==> src/rtl/uart_dtm_frame_tx_pkg.sv <==
// Shared definitions for the UART debug transport framing: command and
// register encodings, framing bytes and write-length helpers.
package uart_dtm_frame_tx_pkg;

    typedef enum logic [2:0] {
        CMD_NOP       = 3'd0,
        CMD_READ      = 3'd1,
        CMD_CONT_READ = 3'd2,
        CMD_WRITE     = 3'd3,
        CMD_RESET     = 3'd7
    } cmd_e;

    typedef enum logic [4:0] {
        ADDR_IDCODE  = 5'h01,
        ADDR_DTMCS   = 5'h10,
        ADDR_DMI     = 5'h11,
        ADDR_STB0_CS = 5'h14,
        ADDR_STB0_D  = 5'h15,
        ADDR_STB1_CS = 5'h16,
        ADDR_STB1_D  = 5'h17
    } addr_e;

    localparam logic [7:0] HEADER = 8'h01;
    localparam logic [7:0] ESC    = 8'hA0;

    typedef struct packed {
        cmd_e  cmd;
        addr_e addr;
    } cmd_byte_t;

    // Width in bits of the write payload for a register.
    function automatic int unsigned get_write_length(addr_e addr);
        case (addr)
            ADDR_IDCODE, ADDR_DTMCS, ADDR_STB0_D, ADDR_STB1_D: return 32;
            ADDR_DMI:                                          return 41;
            ADDR_STB0_CS, ADDR_STB1_CS:                        return 8;
            default:                                           return 8;
        endcase
    endfunction

    // Number of payload bytes sent for a write to this register.
    function automatic logic [2:0] get_write_bytes(addr_e addr);
        int unsigned len;
        len = get_write_length(addr);
        return 3'((len + 7) / 8);
    endfunction

endpackage

==> src/rtl/uart_dtm_frame_tx_stuffer.sv <==
// Single-byte escape stuffer: inserts ESC ahead of any byte equal to HEADER
// or ESC unless bypassed. Combinational data path, one flag of state.
module uart_esc_stuffer
    import uart_dtm_frame_tx_pkg::*;
#(
    parameter int unsigned ESC_EN = 1
) (
    input  logic       clk_i,
    input  logic       rst_i,
    input  logic [7:0] in_data_i,
    input  logic       in_valid_i,
    input  logic       in_bypass_i,
    output logic       in_ready_o,
    output logic [7:0] out_data_o,
    output logic       out_valid_o,
    input  logic       out_ready_i
);

    logic esc_pend_q, esc_pend_d;
    logic need_esc, send_esc;

    // Choose ESC or the raw byte; the upstream byte is consumed only when
    // the raw byte itself is accepted.
    always_comb begin
        need_esc    = (ESC_EN != 0) && !in_bypass_i &&
                      ((in_data_i == HEADER) || (in_data_i == ESC));
        send_esc    = need_esc && !esc_pend_q;
        out_data_o  = send_esc ? ESC : in_data_i;
        out_valid_o = in_valid_i;
        in_ready_o  = out_ready_i && !send_esc;
        esc_pend_d  = esc_pend_q;
        if (in_valid_i && out_ready_i) begin
            esc_pend_d = send_esc;
        end
    end

    // Escape-pending flag register.
    always_ff @(posedge clk_i) begin
        if (rst_i) begin
            esc_pend_q <= 1'b0;
        end else begin
            esc_pend_q <= esc_pend_d;
        end
    end

endmodule

==> src/rtl/uart_dtm_frame_tx.sv <==
// Host-side frame encoder: HEADER, command byte, then the write payload
// LSB-first, passed through the escape stuffer to the UART TX byte port.
module uart_dtm_frame_tx
    import uart_dtm_frame_tx_pkg::*;
#(
    parameter int unsigned ESC_EN = 1
) (
    input  logic        clk_i,
    input  logic        rst_i,
    input  logic        req_valid_i,
    output logic        req_ready_o,
    input  logic [2:0]  req_cmd_i,
    input  logic [4:0]  req_addr_i,
    input  logic [40:0] req_data_i,
    output logic [7:0]  tx_data_o,
    output logic        tx_valid_o,
    input  logic        tx_ready_i,
    output logic        busy_o,
    output logic        done_o
);

    typedef enum logic [1:0] {StIdle, StHdr, StCmd, StData} state_e;

    state_e      state_q, state_d;
    cmd_e        cmd_q;
    addr_e       addr_q;
    logic [40:0] data_q;
    logic [2:0]  cnt_q, cnt_d;
    logic        done_q, done_d;

    logic [2:0]  n_bytes;
    logic [47:0] data_ext;
    cmd_byte_t   cmd_byte;
    logic [7:0]  raw_data;
    logic        raw_valid, raw_bypass, raw_ready, raw_accept;
    logic        req_fire;

    assign req_ready_o = (state_q == StIdle) && !rst_i;
    assign req_fire    = req_valid_i && req_ready_o;
    assign busy_o      = (state_q != StIdle);
    assign done_o      = done_q;

    // Raw byte source for the current state; payload bits above 40 read as 0.
    always_comb begin
        n_bytes       = (cmd_q == CMD_WRITE) ? get_write_bytes(addr_q) : 3'd0;
        data_ext      = {7'd0, data_q};
        cmd_byte.cmd  = cmd_q;
        cmd_byte.addr = addr_q;
        raw_data      = 8'h00;
        raw_valid     = 1'b0;
        raw_bypass    = 1'b0;
        unique case (state_q)
            StHdr: begin
                raw_data   = HEADER;
                raw_valid  = 1'b1;
                raw_bypass = 1'b1;
            end
            StCmd: begin
                raw_data  = cmd_byte;
                raw_valid = 1'b1;
            end
            StData: begin
                raw_data  = data_ext[{cnt_q, 3'b000} +: 8];
                raw_valid = 1'b1;
            end
            default: ;
        endcase
        raw_accept = raw_valid && raw_ready;
    end

    // Frame sequencing: next state, byte counter and done pulse.
    always_comb begin
        state_d = state_q;
        cnt_d   = cnt_q;
        done_d  = 1'b0;
        unique case (state_q)
            StIdle: begin
                if (req_fire) begin
                    state_d = StHdr;
                end
            end
            StHdr: begin
                if (raw_accept) begin
                    state_d = StCmd;
                end
            end
            StCmd: begin
                if (raw_accept) begin
                    cnt_d = 3'd0;
                    if (n_bytes != 3'd0) begin
                        state_d = StData;
                    end else begin
                        state_d = StIdle;
                        done_d  = 1'b1;
                    end
                end
            end
            StData: begin
                if (raw_accept) begin
                    if (cnt_q == n_bytes - 3'd1) begin
                        state_d = StIdle;
                        done_d  = 1'b1;
                    end else begin
                        cnt_d = cnt_q + 3'd1;
                    end
                end
            end
            default: state_d = StIdle;
        endcase
    end

    // State register and request latch.
    always_ff @(posedge clk_i) begin
        if (rst_i) begin
            state_q <= StIdle;
            cnt_q   <= 3'd0;
            done_q  <= 1'b0;
            cmd_q   <= CMD_NOP;
            addr_q  <= addr_e'(5'd0);
            data_q  <= '0;
        end else begin
            state_q <= state_d;
            cnt_q   <= cnt_d;
            done_q  <= done_d;
            if (req_fire) begin
                cmd_q  <= cmd_e'(req_cmd_i);
                addr_q <= addr_e'(req_addr_i);
                data_q <= req_data_i;
            end
        end
    end

    uart_esc_stuffer #(
        .ESC_EN (ESC_EN)
    ) u_stuffer (
        .clk_i       (clk_i),
        .rst_i       (rst_i),
        .in_data_i   (raw_data),
        .in_valid_i  (raw_valid),
        .in_bypass_i (raw_bypass),
        .in_ready_o  (raw_ready),
        .out_data_o  (tx_data_o),
        .out_valid_o (tx_valid_o),
        .out_ready_i (tx_ready_i)
    );

endmodule

==> config.mk <==
export PLATFORM = sky130hd
export DESIGN_NAME = uart_dtm_frame_tx
export DESIGN_NICKNAME = d
export VERILOG_FILES = /design/src/rtl/uart_dtm_frame_tx_pkg.sv /design/src/rtl/uart_dtm_frame_tx_stuffer.sv /design/src/rtl/uart_dtm_frame_tx.sv
export SDC_FILE = /design/constraint.sdc
export NUM_CORES = 1
export LEC_CHECK = 0
export BUFFER_PORTS_ARGS = -buffer_cell sky130_fd_sc_hd__buf_4
export CAP_MARGIN = 20
export CORE_MARGIN = 1
export CORE_UTILIZATION = 53
export DETAILED_ROUTE_END_ITERATION = 7
export HOLD_SLACK_MARGIN = 0.15
export PLACE_DENSITY_LB_ADDON = 0.15
export SLEW_MARGIN = 30
export SYNTH_ARGS = -nofsm -noshare
export SYNTH_HDL_FRONTEND = slang
export SYNTH_SLANG_ARGS = --single-unit
==> constraint.sdc <==
create_clock -name clk_i -period 2.85 [get_ports clk_i]
set_input_delay 0.285 -clock clk_i [delete_from_list [all_inputs] [get_ports clk_i]]
set_output_delay 0.285 -clock clk_i [all_outputs]
set_load 0.01 [all_outputs]
==> run_results.csv <==
group,metric,value,unit
synth,syn_avg_cell_area,7.77,um^2
sta,worst_pin_slew,0.438,ns
synth,seq_area_frac_synth,41.5,%
final_layout,fin_area,3470,um^2
sta,period_share,96.9,%
sta,slew_headroom,70.8,%
final_layout,drive_gt1_share,26.5,%
sta,worst_hold_slack,0.168,ns
synth,ys_ff_latch,56,
synth,yosysWarnings,0,
sta,fin_skew,0.00560,ns
setup_path,arrival,2.48,ns
clocking,cts_tree,"built",
pwr,p_leak,1.36,nW
die,die_w,73.4,um
clocking,path_clk_slew,0.10,ns
die,fp.dieArea,5390,um^2
routing,first_iter_violations,172,
routing,drc,0,
global_routing,track_usage,25.0,%
placed_design,routabilityCongestion,0.897,
setup_path,cp_max_fo,20,
routing,dr.pass1.iters,5,
sta,drv_slew,0,
pwr,finalPower,1.74,mW
routing,ant_nets,0,
final_layout,seq_area,1130,um^2
routing,num_vias,2555,
die,initial_core_util,56.1,%
outcome,status,"complete, no violations",
global_routing,grt_pass1_wl,10.5,mm
final_layout,multiInputGateArea,1520,um^2
final_layout,fin_util,72.0,%
routing,routedWlPerCell,13.7,um
pwr,ir_worst_vdd,0.000322,V
clocking,numCtsBuffers,5,
global_routing,grt_max_degree,56,
sta,setup_viol,0,
setup_path,endpoint_kind,"output pin",
setup_path,critPathBufInv,2,
die,num_rows,25,
sta,clock.fmax,362,MHz
placed_design,port_buffers,64,
setup_path,crit_type,"reg2out",
setup_path,cp_slowest_cell,"or3b_4",
final_layout,num-nets-final,462,
setup_path,cp_top_family,"compound AO/OA/AOI/OAI gates",
die,die_height,73.4,um
sta,period_needed,2.76,ns
pwr,power_density,503,nW/um^2
clocking,postCtsHoldBufs,0,
routing,routed_wl,6.51,mm
global_routing,overflow,0,
synth,ys_types,46,
global_routing,grt_pass1_vias,2346,
flow_run,cap_violations,0,
setup_path,slowest_delay,0.43,ns
sta,fin_setup_tns,0,ns
setup_path,cp_cell_sequence,"buf_12 > nand3b_1 > o2111ai_1 > a32oi_2 > or3b_4 > a2111oi_4 > nor2_1 > buf_4",
synth,synth-edff-count,0,
clocking,htreeDepth,2,
die,ios,65,
setup_path,start_kind,"flop",
clocking,clock_latency,0.30,ns
clocking,clockRootBuffer,"clkbuf_8",
final_layout,antenna_cells,0,
die,coreArea,4820,um^2
routing,avgViaCountPerCell,5.39,
final_layout,fillers,403,
global_routing,antenna_found_initial,0,
setup_path,cp.required,2.57,ns
clocking,cts.path.max_buffers,2,
sta,hold_violations,0,
sta,rsz0062_at_grt,"no",
placed_design,dp_hpwl,4.71,mm
placed_design,placed_cell_area,3240,um^2
synth,async_flop_share,0,%
synth,synth_cells,348,
synth,synthesis.area,2700,um^2
clocking,clock_sinks,56,
hold_path,min_path_type,"in2reg",
synth,synth_ff_type,"dfxtp_1",
synth,syn_nets,404,
final_layout,syn2layout_area_growth,28.2,%
through the flow:
stage / setup slack (ns) / std cells
final: 0.0873 / 474
after global routing: 0.00933 / 474
after CTS: 0.0107 / 474
after detailed placement: 0.110 / 463
after global placement: 0.195 / 463
after floorplan: 0.365 / 348
logic make-up after synthesis:
logic type	synth area share (%)
compound gates	20.0
xor+xnor	0.648
fa+ha+maj	1.39
buf+inv	5.37
flops	41.5
mux	6.29
simple gates	24.8
power breakdown:
group          switching (mW)  internal [mW]
clock                   0.254          0.288
combinational           0.158          0.144
sequential             0.0487          0.851
synth_stat cells, types with 4 or more instances:
cell,instances,area [um^2]
o2bb2ai_1,6,52.6
nor2_1,16,60.1
nand3_1,5,25.0
dfxtp_1,56,1120
nand2_1,107,402
clkbuf_1,18,67.6
a21oi_1,6,30.0
inv_1,10,37.5
mux2i_1,17,170
o21ai_0,50,250
a211oi_1,6,45.0
buf_2,4,20.0
metal layers:
metal  part of all wire (%)  vias to the layer above  global-route usage [%]
met1                     44                     1197                    32.6
met2                     51                       53                    42.9
li1                       -                     1299                       -
met5                      0                        -                       0
met4                    1.2                        0                    7.26
met3                    3.9                        6                    3.57
path summary, 6_finish.rpt:
check	startpoint	endpoint	slack [ns]	cells past startpoint
worst max register to register	addr_q[2]	cnt_q[0]	0.24	11
worst min register to register	data_q[4]	data_q[4]	0.46	2
worst max-delay path	cnt_q[1]	tx_data_o[0]	0.09	8
worst min-delay path	req_data_i[3]	data_q[3]	0.17	3
worst register-to-register path, delay by kind of cell, from the launching register on:
kind / cells / cell delay, ns
xor gates and xnor gates: 1 / 0.20
and+or+nand+nor: 4 / 0.56
DFF: 1 / 0.36
AOI/OAI and AO/OA: 5 / 1.17
adders and majority gates: 1 / 0.23
what timing repair did:
action,in CTS,in global routing
buffers inserted,3,0
pin swaps,2,3
resized for setup,3,15
endpoints found under the setup margin,3,8
hold endpoints to repair,0,0
cell type report:
type | instances | area share (%)
Inverter | 11 | 1.19
Clock buffer | 6 | 2.38
Timing Repair Buffer | 75 | 16.6
Sequential cell | 56 | 32.6
Clock inverter | 2 | 1.12
Tap cell | 67 | 2.42
Multi-Input combinational cell | 257 | 43.7
flip-flops by register name, indices dropped and copies added (netlist names):
signal and cells:
cmd_q 3, addr_q 5, data_q 41, done_o 1
state_q 2, cnt_q 3, u_stuffer.esc_pend_q 1
cells in the final DEF (no fill, tap or decap), types with 3 or more instances in the layout:
cell type / synthesis / layout
buf_4: 0 / 74
inv_1: 10 / 10
nand3b_1: 3 / 3
dfxtp_1: 56 / 52
mux2i_1: 17 / 17
nand2_1: 107 / 107
o2bb2ai_1: 6 / 4
a211oi_2: 0 / 5
dfxtp_2: 0 / 3
nor2_1: 16 / 15
a21oi_1: 6 / 6
clkbuf_8: 0 / 6
nand3_1: 5 / 5
ha_1: 3 / 3
o21ai_0: 50 / 50
No activity file was read; power rests on OpenSTA's default activity.
